**config.mk**
```make
export PLATFORM = sky130hd
export DESIGN_NAME = muldiv_sched_flat
export DESIGN_NICKNAME = d
export VERILOG_FILES = /design/src/rtl/muldiv_pkg.sv /design/src/rtl/muldiv_sched_if.sv /design/src/rtl/div_iter.sv /design/src/rtl/muldiv_sched.sv /design/src/flat_wrapper.sv
export SDC_FILE = /design/constraint.sdc
export NUM_CORES = 2
export LEC_CHECK = 0
export BUFFER_PORTS_ARGS = -buffer_cell sky130_fd_sc_hd__buf_4
export CAP_MARGIN = 5
export CORE_AREA = 2 2 318 383
export DETAILED_ROUTE_END_ITERATION = 16
export DIE_AREA = 0 0 320 385
export PLACE_DENSITY = 0.69
export SKIP_LAST_GASP = 1
export SLEW_MARGIN = 25
export SYNTH_ARGS = -nofsm -noshare
export SYNTH_HDL_FRONTEND = slang
export SYNTH_SLANG_ARGS = --single-unit
```
**constraint.sdc**
```tcl
create_clock -name clk -period 13.5 [get_ports clk]
set_input_delay 2.025 -clock clk [delete_from_list [all_inputs] [get_ports clk]]
set_output_delay 2.025 -clock clk [all_outputs]
set_load 0.01 [all_outputs]
```
**src/rtl/muldiv_pkg.sv**
```systemverilog
// Shared definitions for the HI/LO mult/div scheduler: op bit positions,
// FSM encoding, divide iteration count and sign helpers.
package muldiv_pkg;

  localparam int OP_MULT  = 0;
  localparam int OP_MULTU = 1;
  localparam int OP_DIV   = 2;
  localparam int OP_DIVU  = 3;
  localparam int OP_MFHI  = 4;
  localparam int OP_MFLO  = 5;
  localparam int OP_MTHI  = 6;
  localparam int OP_MTLO  = 7;

  localparam int DIV_ITERS = 32;

  typedef enum logic [1:0] {
    IDLE     = 2'd0,
    MUL      = 2'd1,
    DIV      = 2'd2,
    DONE_DIV = 2'd3
  } state_t;

  function automatic logic op_onehot(input logic [7:0] op);
    return (op != 8'd0) && ((op & (op - 8'd1)) == 8'd0);
  endfunction

  function automatic logic [31:0] magnitude(input logic [31:0] v, input logic is_signed);
    return (is_signed && v[31]) ? (~v + 32'd1) : v;
  endfunction

  // Restores the sign of a magnitude result; two's complement negate when neg.
  function automatic logic [31:0] sign_fix(input logic [31:0] mag, input logic neg);
    return neg ? (~mag + 32'd1) : mag;
  endfunction

endpackage

```
**src/rtl/muldiv_sched_if.sv**
```systemverilog
// Command channel between EXE and the mult/div scheduler, including the
// combinational MFHI/MFLO read-back.
interface muldiv_sched_if #(
  parameter int XLEN = 32
);
  logic            req_valid;
  logic [7:0]      req_op;
  logic [XLEN-1:0] req_src1;
  logic [XLEN-1:0] req_src2;
  logic            req_ready;
  logic [XLEN-1:0] mf_data;

  modport master (
    output req_valid, req_op, req_src1, req_src2,
    input  req_ready, mf_data
  );

  modport slave (
    input  req_valid, req_op, req_src1, req_src2,
    output req_ready, mf_data
  );
endinterface

```
**src/rtl/div_iter.sv**
```systemverilog
// One restoring-division step: shift in the next dividend bit, trial subtract,
// keep the difference when it does not go negative.
module div_iter #(
  parameter int XLEN = 32
) (
  input  logic [XLEN-1:0] rem,
  input  logic [XLEN-1:0] quo,
  input  logic [XLEN-1:0] divisor,
  output logic [XLEN-1:0] rem_nxt,
  output logic            q_bit
);
  logic [XLEN:0] trial;
  logic [XLEN:0] diff;

  // The partial remainder is always below the divisor, so trial fits XLEN+1
  // bits and the top bit of diff is a clean borrow flag.
  assign trial   = {rem, quo[XLEN-1]};
  assign diff    = trial - {1'b0, divisor};
  assign q_bit   = ~diff[XLEN];
  assign rem_nxt = q_bit ? diff[XLEN-1:0] : trial[XLEN-1:0];
endmodule

```
**src/rtl/muldiv_sched.sv**
```systemverilog
// HI/LO owner: multi-cycle multiply, 32-step restoring divide, MF/MT access.
// Define MULDIV_EARLY_DIV_EN to short-cut divides where |divisor| > |dividend|.
module muldiv_sched
  import muldiv_pkg::*;
#(
  parameter int MUL_LAT = 2,
  parameter int XLEN    = 32
) (
  input  logic            clk,
  input  logic            rst_n,
  muldiv_sched_if.slave   bus,
  input  logic            flush,
  output logic            busy,
  output logic            done,
  output logic [XLEN-1:0] hi_out,
  output logic [XLEN-1:0] lo_out
);

  state_t state, state_nxt;
  logic [2:0] mul_cnt;
  logic [5:0] div_cnt;
  logic [XLEN-1:0] hi, lo;

  logic [XLEN-1:0] mul_a, mul_b;
  logic            mul_signed;
  logic signed [2*XLEN-1:0] mul_a_ext, mul_b_ext, product;

  logic [XLEN-1:0] rem, quo, dvs, rem_nxt;
  logic            q_bit, quo_neg, rem_neg, div_bypass;

  logic            accept, is_mul, is_div, div_signed, div_zero, div_short;
  logic [XLEN-1:0] mag1, mag2;

  assign bus.req_ready = (state == IDLE) && !flush;
  assign bus.mf_data   = bus.req_op[OP_MFHI] ? hi : lo;
  assign hi_out        = hi;
  assign lo_out        = lo;

  assign accept     = bus.req_valid && bus.req_ready && op_onehot(bus.req_op);
  assign is_mul     = accept && (bus.req_op[OP_MULT] || bus.req_op[OP_MULTU]);
  assign is_div     = accept && (bus.req_op[OP_DIV]  || bus.req_op[OP_DIVU]);
  assign div_signed = bus.req_op[OP_DIV];
  assign div_zero   = (bus.req_src2 == '0);
  assign mag1       = magnitude(bus.req_src1, div_signed);
  assign mag2       = magnitude(bus.req_src2, div_signed);

`ifdef MULDIV_EARLY_DIV_EN
  assign div_short = (mag2 > mag1);
`else
  assign div_short = 1'b0;
`endif

  assign mul_a_ext = mul_signed ? {{XLEN{mul_a[XLEN-1]}}, mul_a} : {{XLEN{1'b0}}, mul_a};
  assign mul_b_ext = mul_signed ? {{XLEN{mul_b[XLEN-1]}}, mul_b} : {{XLEN{1'b0}}, mul_b};
  assign product   = mul_a_ext * mul_b_ext;

  div_iter #(.XLEN(XLEN)) u_div_iter (
    .rem     (rem),
    .quo     (quo),
    .divisor (dvs),
    .rem_nxt (rem_nxt),
    .q_bit   (q_bit)
  );

  always_comb begin
    state_nxt = state;
    busy      = (state != IDLE);
    done      = 1'b0;
    case (state)
      IDLE: begin
        if (is_mul)      state_nxt = MUL;
        else if (is_div) state_nxt = (div_zero || div_short) ? DONE_DIV : DIV;
      end
      MUL: begin
        if (mul_cnt == '0) begin
          done      = 1'b1;
          state_nxt = IDLE;
        end
      end
      DIV: begin
        if (div_cnt == '0) state_nxt = DONE_DIV;
      end
      DONE_DIV: begin
        done      = 1'b1;
        state_nxt = IDLE;
      end
      default: state_nxt = IDLE;
    endcase
    // A flush abandons the operation, including a commit landing this cycle.
    if (flush && state != IDLE) begin
      state_nxt = IDLE;
      done      = 1'b0;
    end
  end

  always_ff @(posedge clk or negedge rst_n) begin
    if (!rst_n) begin
      state   <= IDLE;
      mul_cnt <= '0;
      div_cnt <= '0;
      hi      <= '0;
      lo      <= '0;
    end else begin
      state <= state_nxt;

      if (is_mul)                          mul_cnt <= 3'(MUL_LAT - 1);
      else if (state == MUL && mul_cnt != '0) mul_cnt <= mul_cnt - 3'd1;

      if (is_div)                          div_cnt <= 6'(DIV_ITERS - 1);
      else if (state == DIV && div_cnt != '0) div_cnt <= div_cnt - 6'd1;

      if (done && state == MUL) begin
        {hi, lo} <= product;
      end else if (done && state == DONE_DIV) begin
        hi <= div_bypass ? rem : sign_fix(rem, rem_neg);
        lo <= div_bypass ? quo : sign_fix(quo, quo_neg);
      end else if (accept) begin
        if (bus.req_op[OP_MTHI]) hi <= bus.req_src1;
        if (bus.req_op[OP_MTLO]) lo <= bus.req_src1;
      end
    end
  end

  // Operand and iteration datapath; its contents only matter while busy.
  always_ff @(posedge clk) begin
    if (is_mul) begin
      mul_a      <= bus.req_src1;
      mul_b      <= bus.req_src2;
      mul_signed <= bus.req_op[OP_MULT];
    end
    if (is_div) begin
      dvs        <= mag2;
      div_bypass <= div_zero || div_short;
      quo_neg    <= div_signed && (bus.req_src1[XLEN-1] ^ bus.req_src2[XLEN-1]);
      rem_neg    <= div_signed && bus.req_src1[XLEN-1];
      if (div_zero) begin
        quo <= '1;
        rem <= bus.req_src1;
      end else if (div_short) begin
        quo <= '0;
        rem <= bus.req_src1;
      end else begin
        quo <= mag1;
        rem <= '0;
      end
    end else if (state == DIV) begin
      rem <= rem_nxt;
      quo <= {quo[XLEN-2:0], q_bit};
    end
  end

endmodule

```
**src/flat_wrapper.sv**
```systemverilog
// flat-port wrapper written by rule: the top's interface ports become plain ports
module muldiv_sched_flat import muldiv_pkg::*;
#(
  parameter int MUL_LAT = 2,
  parameter int XLEN    = 32
)
  (clk, rst_n, flush, busy, done, hi_out, lo_out, bus_req_valid, bus_req_op, bus_req_src1, bus_req_src2, bus_req_ready, bus_mf_data);
  muldiv_sched_if #(.XLEN(XLEN)) bus_i ();
  input  logic clk;
  input  logic rst_n;
  input  logic flush;
  output logic busy;
  output logic done;
  output logic [XLEN-1:0] hi_out;
  output logic [XLEN-1:0] lo_out;
  input wire logic [$bits(bus_i.req_valid)-1:0] bus_req_valid;
  input wire logic [$bits(bus_i.req_op)-1:0] bus_req_op;
  input wire logic [$bits(bus_i.req_src1)-1:0] bus_req_src1;
  input wire logic [$bits(bus_i.req_src2)-1:0] bus_req_src2;
  output wire logic [$bits(bus_i.req_ready)-1:0] bus_req_ready;
  output wire logic [$bits(bus_i.mf_data)-1:0] bus_mf_data;
  assign bus_i.req_valid = bus_req_valid;
  assign bus_i.req_op = bus_req_op;
  assign bus_i.req_src1 = bus_req_src1;
  assign bus_i.req_src2 = bus_req_src2;
  assign bus_req_ready = bus_i.req_ready;
  assign bus_mf_data = bus_i.mf_data;
  muldiv_sched #(.MUL_LAT(MUL_LAT), .XLEN(XLEN)) u_core (.clk(clk), .rst_n(rst_n), .bus(bus_i), .flush(flush), .busy(busy), .done(done), .hi_out(hi_out), .lo_out(lo_out));
endmodule
```
* Yosys cells after proc, flatten, opt, wreduce, memory -nomap -nowiden
Cells that the tools add are included.
** Word-level totals
- Flip-flop bits (word level) :: 239
- Input port bits :: 76
- Logic and storage cells :: 109
** Operators by class
- $add $sub $neg :: 8
- $mul :: 1
- Eq/ne operators :: 6
- Multiplexer cells :: 38
- Bitwise operators :: 7
- Reduce and logical (&&, ||, !) cells :: 35
** Operators with widths (number)
- $mux W32 :: 22
- $add A32 B1 Y32 const B :: 4
- $mux W64 :: 2
- $not A32 Y32 :: 4
- $mul A64 B64 Y64 :: 1
- $sub A33 B32 Y33 :: 1
- $logic_not A32 Y1 :: 1
- $logic_and A1 B1 Y1 :: 14
- $mux W6 :: 2
- $reduce_bool A3 Y1 :: 4
- $mux W2 :: 5
- $and A8 B8 Y8 :: 1
- $logic_not A8 Y1 :: 1
- $pmux W2 S4 :: 1
- $reduce_bool A2 Y1 :: 4
- $reduce_bool A8 Y1 :: 1
- $sub A8 B1 Y8 const B :: 1
- $logic_not A6 Y1 :: 1
- $mux W3 :: 2
- $ne A3 B1 Y1 const B :: 2
- $reduce_bool A6 Y1 :: 1
- $sub A6 B1 Y6 const B :: 1
- $eq A2 B2 Y1 const B :: 2
- $ne A4 B2 Y1 const B :: 1
- other kinds (12) :: 16

* Depth between registers and ports, before layout
- Depth in word-level cells :: 10
- Depth in mapped cells :: 35
- Depth with buffers taken out :: 32

* Modules after synthesis
From an unflattened synthesis, not the netlist that was laid out.
** Unflattened totals
- Cells, all modules :: 6596
- Area, all modules :: 63156.8 um2
** By module, submodules not included
- muldiv_sched :: instances 1, cells each 6291, area each 60798.3 um2, sequential area each 6801.5 um2
- div_iter :: instances 1, cells each 305, area each 2358.5 um2, sequential area each 0.0 um2

* Worst setup path before layout
OpenSTA, ideal clock, no wires.
- Path type :: register to register
- Start :: register u_core.mul_signed
- End :: register u_core.hi[28], in the netlist u_core.hi_out[28]
- Arrival time :: 8924 ps
- Setup slack :: 4443 ps
- Cell stages (with the launch flop) :: 31
- Path buffers :: 3
- Clock period less this slack :: 9057 ps
- Path through :: edfxtp_1 clkbuf_1 and2_1 clkbuf_1 clkbuf_1 nand2_1 fa_1 inv_1 fa_1 fa_1 inv_1 fa_1 inv_1 fa_1 fa_1 fa_1 fa_1 fa_1 inv_1 fa_1 inv_1 ha_1 a21o_1 a21o_1 a21o_1 a221o_1 a221oi_1 o21ai_1 a211oi_1 xor2_1 o21ai_0
** On the way
- Cells in the longest elaborated chain, start to end :: 3
- Elaborated cells between the ends (all ways) :: 4
** Ends and longest elaborated chain
- start, declared :: RTL line muldiv_sched.sv:25 : logic mul_signed;
- start signal, assigned :: RTL line muldiv_sched.sv:129 : mul_signed <= bus.req_op[OP_MULT];
- $mux W64 (on tied branches) :: RTL line muldiv_sched.sv:53, muldiv_sched.sv:54
- $mul A64 B64 Y64 (*) :: RTL line muldiv_sched.sv:55 : assign product = mul_a_ext * mul_b_ext;
- $mux W32 (*) :: RTL line muldiv_sched.sv:112 : if (done && state == MUL) begin
- end signal, assigned :: RTL line muldiv_sched.sv:113 : {hi, lo} <= product;
- end signal, assigned :: RTL line muldiv_sched.sv:115 : hi <= div_bypass ? rem : sign_fix(rem, rem_neg);
- end signal, assigned :: RTL line muldiv_sched.sv:118 : if (bus.req_op[OP_MTHI]) hi <= bus.req_src1;
- end, declared :: RTL line muldiv_sched.sv:22 : logic [XLEN-1:0] hi, lo;
Every way passes the cells marked *; elsewhere a longest branch is shown, timed or not.
A chain may end at the register's enable or synchronous reset.

* Worst setup path after layout
- Start :: register u_core.mul_a[31]
- End :: register u_core.hi[28], in the netlist u_core.hi_out[28]
** On the way
- Cells in the longest elaborated chain, start to end :: 3
** Ends and longest elaborated chain
- start, declared :: RTL line muldiv_sched.sv:24 : logic [XLEN-1:0] mul_a, mul_b;
- start signal, assigned :: RTL line muldiv_sched.sv:127 : mul_a <= bus.req_src1;
- $mux W64 :: RTL line muldiv_sched.sv:53 : assign mul_a_ext = mul_signed ? {{XLEN{mul_a[XLEN-1]}}, mul_a} : {{XLEN{1'b0}}, mul_a};
- $mul A64 B64 Y64 :: RTL line muldiv_sched.sv:55
- $mux W32 :: RTL line muldiv_sched.sv:112
No other way between the ends.

==> metrics <==
Synth area leaders fa_1 45%, inv_1 9.2%, edfxtp_1 7.8%, ha_1 7.7%, and2_1 6.4%; worst r2r path cells 30; outcome finished clean; CP Max Fanout 41; ratio of cells with drive above 1 in the final layout 0.0566; area leader, netlist fa_1; worst hold margin 520 ps; CP Class register to register; Yosys warning count 0; max_slew headroom 0.240; die area 123,000 um2; CORE AREA 119,000 um2; die height 385 um; worst hold stages 2; Max IR drop VDD 179 uV; RSZ-0062 raised after global routing no; total routing usage reported by global routing 0.343; initial antenna violation count 12; Mapped Cells 6,615; post-synth top area share 0.453; EDFF count, synth 164; first-pass GRT wire length roughly 310,000 um; Max Clk Rate 0.0961 GHz; Final HPWL DP 161,000 um; Vias/cell 5.70; Chip Width 320 um; wirelength, routed between 200,000 and 250,000 um; I/O Buffers 174; Syn Nets 8,501; Area Overhead vs Synth 5.73%; Vias around 47,000; count of state elements after synthesis 239; Fin Setup TNS 0 ps; Hold Path Class register to register; post-synth cell types 80; final setup fails 0; DR DRC count 0; MaxCap Viol Count 0; most common cell in the netlist inv_1; Placer Congestion about 1.0; final slew viol count 0; CTS resizes 0; postcts setup bufs 0; period utilization 0.771; Worst Path Arrival 10,830 ps; Pre-Repair DR Iteration Count 5; Mean Syn Cell Area 9.50 um2; top_reg_cell synth edfxtp_1; hold buffer count at CTS 0; met1 usage 0.419; cell area after layout 66,400 um2; Initial Util 0.526; top post-synthesis cells by count 1,540 x inv_1, 1,422 x fa_1, 638 x and2_1; Routed WL per cell 24.9 um; num ports 175; Clock Path Buffers 3; Critical Path Source Type register; Crit-path slowest cell fa_1; fin nets 8,472; Seq/Total Area, Yosys 0.108; clk_lat worst skew 570 ps; static leakage between 30 and 40 nW; clock root cell clkbuf_16; Worst Path Required roughly 14,000 ps; initial drt markers around 3,700; Overflow after GRT 0; synthesized area 62,800 um2; number of global-route vias before repair between 50,000 and 60,000; CTS Sinks 239; nature of the critical path endpoint register; Power per Cell Area 112 nW/um2; critical path's largest stage delay between 900 and 1000 ps; worst-margin pin slew 1130 ps; post-synthesis async set-or-reset flop share 0.314; CP dominant cell by count fa_1; pin count of the biggest net entering global routing 93; TritonCTS clock tree done; Final Hold Vio Count 0; Worst-path clk slew 70 ps; Layout Skew 27.5 ps; GR peak layer met2; placed cell areas around 66,000 um2; fillers 10,600; M3 GR Usage 0.0649; Routed Antenna Nets 0; H-tree levels 1; Site Rows 139; Min Clock Period, post-route 10,410 ps; met2 Use GR 0.564; clock buffer count from CTS 23
cell type report:
class	instances	area (um2)	area share
Sequential cell	239	6800	0.102
Clock buffer	31	668	0.0101
Antenna cell	8	20.0	0.000301
Multi-Input combinational cell	4519	49100	0.739
Clock inverter	11	129	0.00194
Inverter	1541	5790	0.0871
Timing Repair Buffer	262	1990	0.0300
Tap cell	1551	1940	0.0292
power by group:
part           internal [W]  switching, W
Combinational       0.00202       0.00349
Clock              0.000391      0.000318
Sequential         0.000981      0.000206
cell usage in the layout (no fill, tap or decap), types with 8 or more instances in the layout:
cell,n
nand2b_1,21
a31oi_1,20
nand3_1,44
xnor2_1,165
o41ai_1,13
xor2_1,101
ha_1,388
mux2i_1,16
nor2b_1,13
nor3_1,48
clkbuf_16,25
nand4_1,14
buf_4,259
fa_1,1422
and3_1,33
nor4_1,12
and2_1,638
o31ai_1,21
edfxtp_1,164
mux2_2,33
dfrtp_1,75
nor2_1,231
o21a_1,11
a21o_1,45
a21oi_1,281
o21bai_1,16
nand2_1,569
inv_1,1539
o21ai_0,151
o211ai_1,9
a211oi_1,55
diode_2,8
or3_1,20
or4_1,11
worst max-delay path, delay by kind of cell, from the launching register on:
| kind | cells | cell delay (ps) |
|---|---|---|
| fa+ha+maj | 11 | 5790 |
| compound gates | 8 | 1700 |
| buf+inv | 8 | 1200 |
| simple gates | 2 | 1040 |
| xor+xnor | 1 | 180 |
| flops | 1 | 330 |
kinds of logic (layout without fill, tap and decap cells):
logic type                 after synthesis  after routing  synth area share
AOI/OAI and AO/OA                      695            695            0.0675
xor gates and xnor gates               266            266            0.0371
adders and majority gates             1814           1814             0.531
buffers and inverters                 1857           1845             0.111
DFF                                    239            239             0.108
muxes                                   49             49           0.00847
other                                    0              8                 0
and+or+nand+nor                       1695           1695             0.136
worst paths after layout:
path	start	endpoint	slack [ps]
worst max register to register	u_core.mul_a[31]	u_core.hi_out[28]	3090
worst max-delay path	u_core.mul_a[31]	u_core.hi_out[28]	3090
max in group asynchronous	rst_n	u_core.lo_out[25]	11470
worst min register to register	u_core.lo_out[20]	u_core.lo_out[20]	520
min in group asynchronous	rst_n	u_core.div_cnt[5]	1510
worst min-delay path	u_core.lo_out[20]	u_core.lo_out[20]	520
layer usage:
metal / vias to the layer above / share of wire
met4: 4 / 0.077
met2: 2341 / 0.47
met5: - / 0.00012
li1: 19800 / -
met1: 23700 / 0.36
met3: 677 / 0.094
registers in the layout, summed over array words and instances, names as in the netlist:
name	flops
u_core.rem_neg	1
u_core.quo	32
u_core.dvs	32
u_core.mul_b	32
u_core.mul_cnt	3
u_core.quo_neg	1
u_core.lo_out	32
u_core.div_cnt	6
u_core.mul_a	32
u_core.mul_signed	1
u_core.div_bypass	1
u_core.hi_out	32
u_core.rem	32
u_core.state	2
through the flow:
| stage | utilization | power, W | worst slack (ps) | std cells |
|---|---|---|---|---|
| after floorplan | - | 0.00458 | 4440 | 6615 |
| after global placement | 0.549 | 0.00654 | 3190 | 8110 |
| after detailed placement | 0.549 | 0.00657 | 3030 | 8110 |
| after CTS | 0.556 | 0.00734 | 3040 | 8152 |
| after global routing | 0.556 | 0.00793 | 2480 | 8154 |
| final | 0.557 | 0.00741 | 3090 | 8162 |
Note: power is estimated with default switching activity, not from simulation.
